<file path="src/rtl/regfile_pkg.sv">
`default_nettype none
// ============================================================================
//  Module      : regfile_pkg
//  Description : Shared register-file geometry and data types.
//  Revision    : 1.0 - initial release
// ============================================================================
package regfile_pkg;

    localparam int RF_DW    = 16;
    localparam int RF_AW    = 3;
    localparam int RF_NREGS = 8;

    typedef logic [RF_AW-1:0] rf_num_t;
    typedef logic [RF_DW-1:0] rf_data_t;

endpackage
`default_nettype wire

</file>
<file path="src/rtl/regfile_port_arbiter_rr_pick.sv">
`default_nettype none
// ============================================================================
//  Module      : rr_pick
//  Description : Combinational round-robin picker. Searches req starting at
//                ptr and wrapping modulo NREQ; returns a one-hot grant and
//                the binary index of the winner.
//  Revision    : 1.0 - initial release
// ============================================================================
module rr_pick #(
    parameter int NREQ = 2,
    parameter int PW   = (NREQ > 1) ? $clog2(NREQ) : 1
) (
    input  logic [NREQ-1:0] req,
    input  logic [PW-1:0]   ptr,
    output logic [NREQ-1:0] gnt,
    output logic [PW-1:0]   winner
);

    logic          w_found;
    logic [PW:0]   w_idx;

    // First requester at or after ptr (modulo NREQ) wins.
    always_comb begin
        gnt     = '0;
        winner  = '0;
        w_found = 1'b0;
        w_idx   = '0;
        for (int k = 0; k < NREQ; k++) begin
            w_idx = {1'b0, ptr} + (PW+1)'(k);
            if (w_idx >= (PW+1)'(NREQ)) begin
                w_idx = w_idx - (PW+1)'(NREQ);
            end
            if (!w_found && req[w_idx[PW-1:0]]) begin
                gnt[w_idx[PW-1:0]] = 1'b1;
                winner             = w_idx[PW-1:0];
                w_found            = 1'b1;
            end
        end
    end

endmodule
`default_nettype wire

</file>
<file path="src/rtl/regfile_port_arbiter.sv">
`default_nettype none
// ============================================================================
//  Module      : regfile_port_arbiter
//  Description : Shares the register file's single read and single write
//                port between NREQ requesters with round-robin arbitration.
//                Grants are combinational; read data returns one cycle after
//                the grant, registered.
//  Revision    : 1.0 - initial release
// ============================================================================
module regfile_port_arbiter
    import regfile_pkg::*;
#(
    parameter int NREQ = 2,
    parameter int DW   = RF_DW,
    parameter int AW   = RF_AW
) (
    input  logic                 clk,
    input  logic                 rst_n,
    input  logic [NREQ-1:0]      req,
    input  logic [NREQ-1:0]      req_we,
    input  logic [NREQ*AW-1:0]   req_num,
    input  logic [NREQ*DW-1:0]   req_wdata,
    output logic [NREQ-1:0]      gnt,
    output logic [NREQ-1:0]      rsp_valid,
    output logic [DW-1:0]        rsp_data,
    output logic                 rf_write,
    output logic [AW-1:0]        rf_writenum,
    output logic [DW-1:0]        rf_data_in,
    output logic [AW-1:0]        rf_readnum,
    input  logic [DW-1:0]        rf_data_out
);

    localparam int              c_PW   = (NREQ > 1) ? $clog2(NREQ) : 1;
    localparam logic [c_PW-1:0] c_LAST = c_PW'(NREQ - 1);

    logic [c_PW-1:0]  r_ptr;
    logic [NREQ-1:0]  r_rsp_valid;
    logic [DW-1:0]    r_rsp_data;

    logic [NREQ-1:0]  w_pick_gnt;
    logic [c_PW-1:0]  w_winner;
    logic             w_grant;
    logic             w_wr_grant;
    logic             w_rd_grant;
    logic [AW-1:0]    w_num;
    logic [DW-1:0]    w_wdata;

    rr_pick #(
        .NREQ (NREQ),
        .PW   (c_PW)
    ) u_rr_pick (
        .req    (req),
        .ptr    (r_ptr),
        .gnt    (w_pick_gnt),
        .winner (w_winner)
    );

    // Grants are suppressed while reset is held so nothing reaches the regfile.
    assign gnt        = w_pick_gnt & {NREQ{rst_n}};
    assign w_grant    = |gnt;
    assign w_wr_grant = w_grant &  req_we[w_winner];
    assign w_rd_grant = w_grant & ~req_we[w_winner];
    assign w_num      = req_num[int'(w_winner)*AW +: AW];
    assign w_wdata    = req_wdata[int'(w_winner)*DW +: DW];

    // Regfile port drive; everything is zero when no grant is active.
    always_comb begin
        rf_write    = w_wr_grant;
        rf_writenum = w_wr_grant ? w_num   : '0;
        rf_data_in  = w_wr_grant ? w_wdata : '0;
        rf_readnum  = w_rd_grant ? w_num   : '0;
    end

    // Round-robin pointer: advance past the winner, wrap after the last one.
    always_ff @(posedge clk or negedge rst_n) begin
        if (!rst_n) begin
            r_ptr <= '0;
        end else if (w_grant) begin
            r_ptr <= (w_winner == c_LAST) ? '0 : w_winner + 1'b1;
        end
    end

    // Read response register: capture regfile data and pulse the owner's valid.
    always_ff @(posedge clk or negedge rst_n) begin
        if (!rst_n) begin
            r_rsp_valid <= '0;
            r_rsp_data  <= '0;
        end else if (w_rd_grant) begin
            r_rsp_valid <= gnt;
            r_rsp_data  <= rf_data_out;
        end else begin
            r_rsp_valid <= '0;
        end
    end

    assign rsp_valid = r_rsp_valid;
    assign rsp_data  = r_rsp_data;

endmodule
`default_nettype wire

</file>
<file path="config.mk">
export PLATFORM = sky130hd
export DESIGN_NAME = regfile_port_arbiter
export DESIGN_NICKNAME = d
export VERILOG_FILES = /design/src/rtl/regfile_pkg.sv /design/src/rtl/regfile_port_arbiter_rr_pick.sv /design/src/rtl/regfile_port_arbiter.sv
export SDC_FILE = /design/constraint.sdc
export NUM_CORES = 1
export LEC_CHECK = 0
export ABC_AREA = 1
export CAP_MARGIN = 15
export CORE_ASPECT_RATIO = 0.75
export CORE_MARGIN = 5
export CORE_UTILIZATION = 33
export CTS_CLUSTER_SIZE = 25
export DETAILED_ROUTE_END_ITERATION = 7
export PLACE_DENSITY = 0.85
export SETUP_SLACK_MARGIN = 0.4
export SLEW_MARGIN = 20
export SYNTH_ARGS = -nofsm -noshare
export SYNTH_HDL_FRONTEND = slang
export SYNTH_HIERARCHICAL = 1
export SYNTH_SLANG_ARGS = --single-unit
</file>
<file path="constraint.sdc">
create_clock -name clk -period 3.89 [get_ports clk]
set_input_delay 0.778 -clock clk [delete_from_list [all_inputs] [get_ports clk]]
set_output_delay 0.778 -clock clk [all_outputs]
set_load 0.03 [all_outputs]
</file>
* After elaboration in Yosys (flattened, before gate mapping)
Cells that the tools add are included.
** Storage, ports and cells
- Register bits :: 19
- Bits of input ports :: 60
** Cells by class
- Add/sub/neg operators :: 4
- Multiply operators :: 1
- $lt $le $gt $ge :: 7
- Shifts and indexed selects :: 2
- Multiplexer cells :: 22
- Bitwise operators :: 5
- Reductions and logical operators :: 5
** Operators by type and width (number)
- $shiftx 32x6->16 :: 1
- $mux 16 :: 1
- $mux 1 :: 14
- $lt 1x2->1 const B :: 3
- $mux 2 :: 3
- $mux 3 :: 2
- $shiftx 6x4->3 :: 1
- $logic_and 1x1->1 :: 3
- $mul 1x2->3 const B :: 1
- $add 1x1->2 const B :: 1
- $and 1x1->1 :: 2
- $and 2x2->2 :: 1
- $demux 1 s1 :: 2
- $ge 1x1->1 const B :: 2
- $ge 1x2->1 const B :: 1
- $ge 2x2->1 const B :: 1
- $or 2x2->2 :: 1
- $reduce_or 2->1 :: 1
- $sub 1x1->1 const B :: 2
- $add 1x1->1 const B :: 1
- $logic_not 1->1 :: 1
- $not 1->1 :: 1

* Longest topological paths before layout
- Depth in word-level cells :: 13
- Depth in mapped cells :: 10
- Gate-level depth less buffers :: 9

* By module
Netlist, hierarchy kept.
** Modules (own cells, without submodules)
- regfile_port_arbiter :: instances 1, cells each 157, area each 1117.3 um^2, sequential area each 475.5 um^2
- rr_pick :: instances 1, cells each 6, area each 23.8 um^2, sequential area each 0.0 um^2

* Least setup slack after synthesis
No wires, ideal clock.
- Path kind :: input-to-output
- Start point :: input req[0]
- End point :: output rf_readnum[0]
- Arrival :: 1.917 ns
- Path slack :: 1.195 ns
- Stages on the path :: 8
- Buffers on the path :: 1
- Path through :: inv_1 > nand2_1 > nand2_1 > nand2_1 > nand2_2 > nand2_4 > buf_4 > nor2_1
** On the way
- Word-level cells in the longest chain between the ends :: 11
** RTL lines
- start, declared :: RTL line regfile_port_arbiter.sv:19 : input logic [NREQ-1:0] req,
- $mux 1 (implied by the code) (2 in series) :: RTL line regfile_port_arbiter_rr_pick.sv:33 : if (!w_found && req[w_idx[PW-1:0]]) begin
- $mux 1 :: RTL line regfile_port_arbiter_rr_pick.sv:33
- $logic_not 1->1 :: RTL line regfile_port_arbiter_rr_pick.sv:33
- $logic_and 1x1->1 :: RTL line regfile_port_arbiter_rr_pick.sv:33
- $mux 1 * :: RTL line regfile_port_arbiter_rr_pick.sv:33
- net w_winner :: RTL line regfile_port_arbiter.sv:41 : logic [c_PW-1:0] w_winner;
- branches (longest 4 deep; another with $mul 1x2->3)
- $mux 3 * :: RTL line regfile_port_arbiter.sv:71 : rf_readnum = w_rd_grant ? w_num : '0;
- end, declared :: RTL line regfile_port_arbiter.sv:29 : output logic [AW-1:0] rf_readnum,
Mark *: on every way through the listed nets, which the timed path passes. The select of a mux whose other input is x is not followed.

* Final worst setup path
- Start point :: input req[0]
- End point :: output rf_data_in[7]
** On the way
- Word-level cells in the longest chain between the ends :: 10
** RTL lines
- $mux 1 (implied by the code) (2 in series) :: RTL line regfile_port_arbiter_rr_pick.sv:33
- $mux 1 :: RTL line regfile_port_arbiter_rr_pick.sv:33
- $logic_not 1->1 :: RTL line regfile_port_arbiter_rr_pick.sv:33
- $logic_and 1x1->1 :: RTL line regfile_port_arbiter_rr_pick.sv:33
- $mux 1 * :: RTL line regfile_port_arbiter_rr_pick.sv:33
- net w_winner :: RTL line regfile_port_arbiter.sv:41
- branches (longest 3 deep; another with $shiftx 32x6->16)
- $mux 16 * :: RTL line regfile_port_arbiter.sv:70 : rf_data_in = w_wr_grant ? w_wdata : '0;
- end, declared :: RTL line regfile_port_arbiter.sv:28 : output logic [DW-1:0] rf_data_in,
Marked as above.

==> out/results.ini <==
[clocking]
ctsHtreeMaxLevel=1
cts_root_buf=clkbuf_8
cts_tree=yes
path_clk_slew_ns=0.07
post_cts_buffers=0
cts.path.max_buffers=2
cts_num_sinks=19
hold_buffers=0
cts_made_buffers=3
cts_resized=0
clk_latency_ns=0.25

[floorplan]
design.die.area_um2=4750
die_y_um=60.9
rows=18
placeableCoreArea_um2=3310
fp.dieW_um=77.9
start_util=0.345
ios=103

[worst_setup_path]
crit_required_ns=3.11
slowest_stage=clkdlybuf4s50_1
crit_type=in -> out
critPathArrivalTime_ns=2.47
crit_chain=clkdlybuf4s50_1 -> inv_1 -> nand2_1 -> nand2_1 -> o21ai_1 -> nand2_2 -> nor2_1 -> buf_4
critPathMaxFanout=20
r2r_end=rsp_data[2]
r2r_start=r_ptr
endpoint_kind=primary output
crit_top_cell=nand2_1
r2r_cells=8
worstSetupStartpointType=primary input
rrSetupSlack_ns=2.41
critPathMaxStageDelay_ns=0.45

[drt]
drtAntennaViolNets=0
dr_total_vias=1375
drt_iter0_markers=50
drt_wl_total_um=3910
wl_per_cell_um=12.9
viasPerCell=4.52
drc=0
drtPass1Iterations=4

[timing]
fin_crit_ns=3.25
fin_tns_setup_ns=0
min_period_over_period=0.835
maxSlewViolCount=0
fmax_ghz=0.308
max_slew_margin=0.748
hold_violations=0
setup_viol=0
worst_slew_pin_slew_ns=0.376
rsz0062_at_grt=no
skew_ns=0.00355

[min_path]
worstHoldEndpoint=rsp_data[11]
hp-class=reg -> reg
worstHoldStart=rsp_data[11]
hold_path_depth=2

[placed_design]
globalplace.congestion=0.761
hpwlAfterDp_um=3130
numPortBuffers=102

[power]
p_leak_nw=1.07
total_power_w=0.00105
power_density_nw_per_um2=481
vdd_drop_max_uv=344

[layout]
final.fill_count=293
nNetsFinal=325
syn2layout_area_growth_pct=91.4
drive_above_1_share=0.148
n_antenna_cell=0

[synth]
yosys_warnings=6
syn_nets=223
synth_seq_cells=19
syn_inst=163
netlist_area_um2=1140
syn_area_per_cell_um2=7.00
yosysSeqAreaShare=0.417
synth_cell_types=16

[global_routing]
antenna_found_initial=0
grt_pass1_vias=1236
grt_pass1_wl_um=6070
grt_usage=0.160
grt_max_degree=21
overflow=0

[status]
run_status=finished, final reports clean

[job]
cap_violations=0

[worst max-delay path by stage]
stage | slack, ns | start | endpoint | cells past startpoint
final | 0.64 | req[0] | rf_data_in[7] | 8
after global routing | 0.42 | req[1] | rf_data_in[14] | 8
after CTS | 0.44 | req[0] | rf_data_in[7] | 8
after detailed placement | 0.44 | req[0] | rf_data_in[7] | 8
after global placement | 0.53 | req[1] | rf_data_in[5] | 8
after floorplan | 1.20 | req[0] | rf_readnum[0] | 8
[routing by layer]
layer	vias up	global-route usage	share of wire
met2	50	0.264	0.47
li1	715	-	-
met3	2	0.0475	0.081
met1	608	0.218	0.45
met4	0	0.0145	0.0023
met5	-	0	0
[critical path: cells and delay by family]
family                 cells  cell delay, ns
AO/OA/AOI/OAI              1            0.28
AND/OR/NAND/NOR            4            0.73
buffers and inverters      3            0.68
[logic make-up after synthesis]
family,count (synthesis),share of synthesized area
AND/OR/NAND/NOR,105,0.380
AO/OA/AOI/OAI,22,0.132
buffers and inverters,17,0.0713
flip-flops,19,0.417
[power by group]
| group | switching [W] | total [W] | leakage, nW | internal (W) |
|---|---|---|---|---|
| clock | 0.0000591 | 0.000132 | 0.0228 | 0.0000726 |
| combinational | 0.000354 | 0.000614 | 0.816 | 0.000260 |
| sequential | 0.0000377 | 0.000305 | 0.237 | 0.000268 |
[area by class of cell]
| cell class | count | area [um2] | share of cell area |
|---|---|---|---|
| clock buffers | 4 | 45.0 | 0.0206 |
| inverters | 7 | 26.3 | 0.0120 |
| multi-input cells | 127 | 587 | 0.269 |
| flip-flops and latches | 19 | 475 | 0.218 |
| well taps | 40 | 50.0 | 0.0229 |
| repair buffers | 107 | 1000 | 0.458 |
[stage by stage]
step                instances  area, um2  hold slack (ns)  worst slack, ns   util
floorplan                 163       1140            0.482             1.20      -
global placement          300       2140            0.453            0.529  0.646
detailed placement        300       2140            0.460            0.441  0.646
CTS                       304       2180            0.477            0.442  0.659
global route              304       2180            0.498            0.422  0.660
finish                    304       2180            0.470            0.643  0.660
[Yosys cell counts]
master,n,area share
a21oi_1,2,0.0088
or2_2,3,0.016
a21boi_0,11,0.072
a21boi_1,5,0.033
dfrtp_1,19,0.42
inv_2,1,0.0033
buf_2,8,0.035
nor2_1,25,0.082
inv_1,6,0.020
nand2_1,58,0.19
o21ai_0,2,0.0088
nand2_2,2,0.011
nand3_1,16,0.070
buf_4,2,0.013
nand2_4,1,0.0099
o21ai_1,2,0.0088
[registers in the layout, indices dropped and copies added, names as in the netlist]
register,cells
r_ptr,1
rsp_data,16
rsp_valid,2
[layout by cell type, fill, tap and decap left out, drive strengths merged]
cell / n
a21oi: 2
dfrtp: 19
clkbuf: 4
nor2: 25
inv: 7
o21ai: 4
or2: 3
nand2: 61
a21boi: 16
clkdlybuf4s50: 79
buf: 28
nand3: 16
No activity file was read; power rests on OpenSTA's default activity.
==> RTL edit: new RTL, config.mk and constraints unchanged <==
Make the reset (`rst_n`) synchronous in 2 clocked blocks.
--- a/src/rtl/regfile_port_arbiter.sv
+++ b/src/rtl/regfile_port_arbiter.sv
@@ -72,7 +72,7 @@
     end
 
     // Round-robin pointer: advance past the winner, wrap after the last one.
-    always_ff @(posedge clk or negedge rst_n) begin
+    always_ff @(posedge clk) begin
         if (!rst_n) begin
             r_ptr <= '0;
         end else if (w_grant) begin
@@ -81,7 +81,7 @@
     end
 
     // Read response register: capture regfile data and pulse the owner's valid.
-    always_ff @(posedge clk or negedge rst_n) begin
+    always_ff @(posedge clk) begin
         if (!rst_n) begin
             r_rsp_valid <= '0;
             r_rsp_data  <= '0;
Behaviour: differs if rst_n is asserted again (counterexample within 4 cycles, from zero or initial values and one cycle with rst_n low); with rst_n held inactive, the same outputs for 10 cycles.
==> RTL edit against the unedited design <==
  * Cell area increased by 4.5%
  * Hold slack improved by 0.012 ns
  * Worst setup slack got worse by 0.055 ns
  * Synthesized area increased by 11%
  * Sequential cell count unchanged
  * Non-clock buffer count unchanged
  * Critical path depth increased by 1
  * Wire length increased by 6.4%
  * Final cell count increased by 13%
  * Highest routed layer unchanged
Power is not compared: it rests on default switching activity, and its combinational part moved more than twofold at a synthesized area within 25%.
==> RTL edit: results <==
set metrics [dict create \
    status "complete, no violations" \
    drive_gt1_frac 0.188 \
    synthXorXnorAreaFrac 0 \
    nets 353 \
    antenna_cells 0 \
    peakVddDrop_uv 210 \
    worst_pin_slew_ns 0.350 \
    crit_family "buffers and inverters" \
    synth.area.top_cells "dfxtp_1 (30%), nand2_1 (16%), a21oi_2 (11%), nor2_1 (7.4%), a21oi_1 (7.1%)" \
    slowest_delay_ns 0.45 \
    numCtsBuffers 3 \
    grt_usage 0.161 \
    first_pass_iters 4 \
    ys_types 18 \
    crit_fanout 35 \
    async_flop_share 0 \
    synth_nets 254 \
    fillers 334 \
    gp_congestion 0.833 \
    synth_compound_area_frac 0.185 \
    pre_cts_ws_ns 0.597 \
    postRouteWirelength_um 4170 \
    largest_reg_flops 16 \
    grt_pass1_vias 1401 \
    synthAdderAreaFrac 0 \
    clock_skew_ns 0.00231 \
    yosysWarnings 6 \
    drt_iter0_drc 50 \
    grt_pass1_wl_um 6710 \
    portBuffers 102 \
    clock_latency_ns 0.25 \
    clk_pin_slew_ns 0.06 \
    hpwl_um 3360 \
    grt_max_degree 36 \
    yosysSeqAreaShare 0.300 \
    synth_top_flop_cell "dfxtp_1" \
    worstPathArrival_ns 2.52 \
    grt_antenna_before_repair 0 \
    synth_edf_count 0 \
    cts-root-buf "clkbuf_8" \
    cts_setup_buffers 0 \
    critPathSlowestCell "clkdlybuf4s50_1" \
    via_per_inst 4.26 \
    synth_common_cells "nand2_1 (53), nor2_1 (25), inv_1 (22), dfxtp_1 (19), a21oi_1 (18)" \
    cts_max_path_buffers 2 \
    muxShareOfSynthArea 0.0237 \
    cts_htree_levels 1 \
]
==> RTL edit: changes by cell type after synthesis, sizes merged <==
cell / delta
a21oi: +32
dfrtp: -19
dfxtp: +19
a21boi: -16
inv: +16
mux2i: +3
o21ai: -3
or2: -3
buf: +2
nand2: -2
clkbuf: +1
nand3: +1
==> RTL edit: worst register-to-register path, cell delays in order, from the launching register on <==
cell and delay [ns]:
dfxtp_1 0.34, nand2_1 0.07, nand2_1 0.14, nand2_1 0.14
nand2_4 0.10, buf_4 0.29, nand3_1 0.13, nand2_1 0.08
nor2_1 0.04
==> RTL edit: kinds of logic (layout without fill, tap and decap cells) <==
group | count (synthesis) | in the layout
simple gates | 101 | 101
mux | 3 | 3
buf+inv | 36 | 134
compound gates | 35 | 35
flops | 19 | 19
==> RTL edit: layout make-up <==
class	count	area, um2	share of cell area
Sequential cell	19	380	0.167
Clock buffer	4	45.0	0.0197
Tap cell	52	65.1	0.0285
Inverter	23	86.3	0.0378
Timing Repair Buffer	107	1000	0.438
Multi-Input combinational cell	139	706	0.309
==> RTL edit: routing by layer <==
metal  part of all wire  global-route usage  vias up  wire (um)
met5                  0                   0        -          0
met4              0.020              0.0477        0         85
met3              0.026              0.0256        8        110
met2               0.55               0.299       23       2270
met1               0.41               0.187      629       1700
li1                   -                   -      804          -
==> RTL edit: metrics by stage <==
stage / power, mW / area [um2] / instances
floorplan: 0.404 / 1270 / 194
global placement: 0.526 / 2240 / 340
detailed placement: 0.528 / 2240 / 340
CTS: 0.663 / 2280 / 344
global route: 0.696 / 2280 / 344
finish: 0.654 / 2280 / 344
==> RTL edit: final timing paths <==
check                                         startpoint  cells past startpoint  slack, ns                       end
worst max register to register        r_ptr$_SDFFE_PN0P_                      8       2.47  rsp_data[2]$_SDFFE_PN0P_
worst min-delay path            rsp_data[4]$_SDFFE_PN0P_                      2       0.48  rsp_data[4]$_SDFFE_PN0P_
worst max-delay path                              req[0]                      9       0.59             rf_data_in[0]
worst min register to register  rsp_data[4]$_SDFFE_PN0P_                      2       0.48  rsp_data[4]$_SDFFE_PN0P_
==> RTL edit: power breakdown <==
part	total (mW)	internal [mW]	leakage [nW]	switching, mW
Combinational	0.304	0.136	0.867	0.167
Sequential	0.219	0.211	0.156	0.00808
Clock	0.132	0.0726	0.0228	0.0592
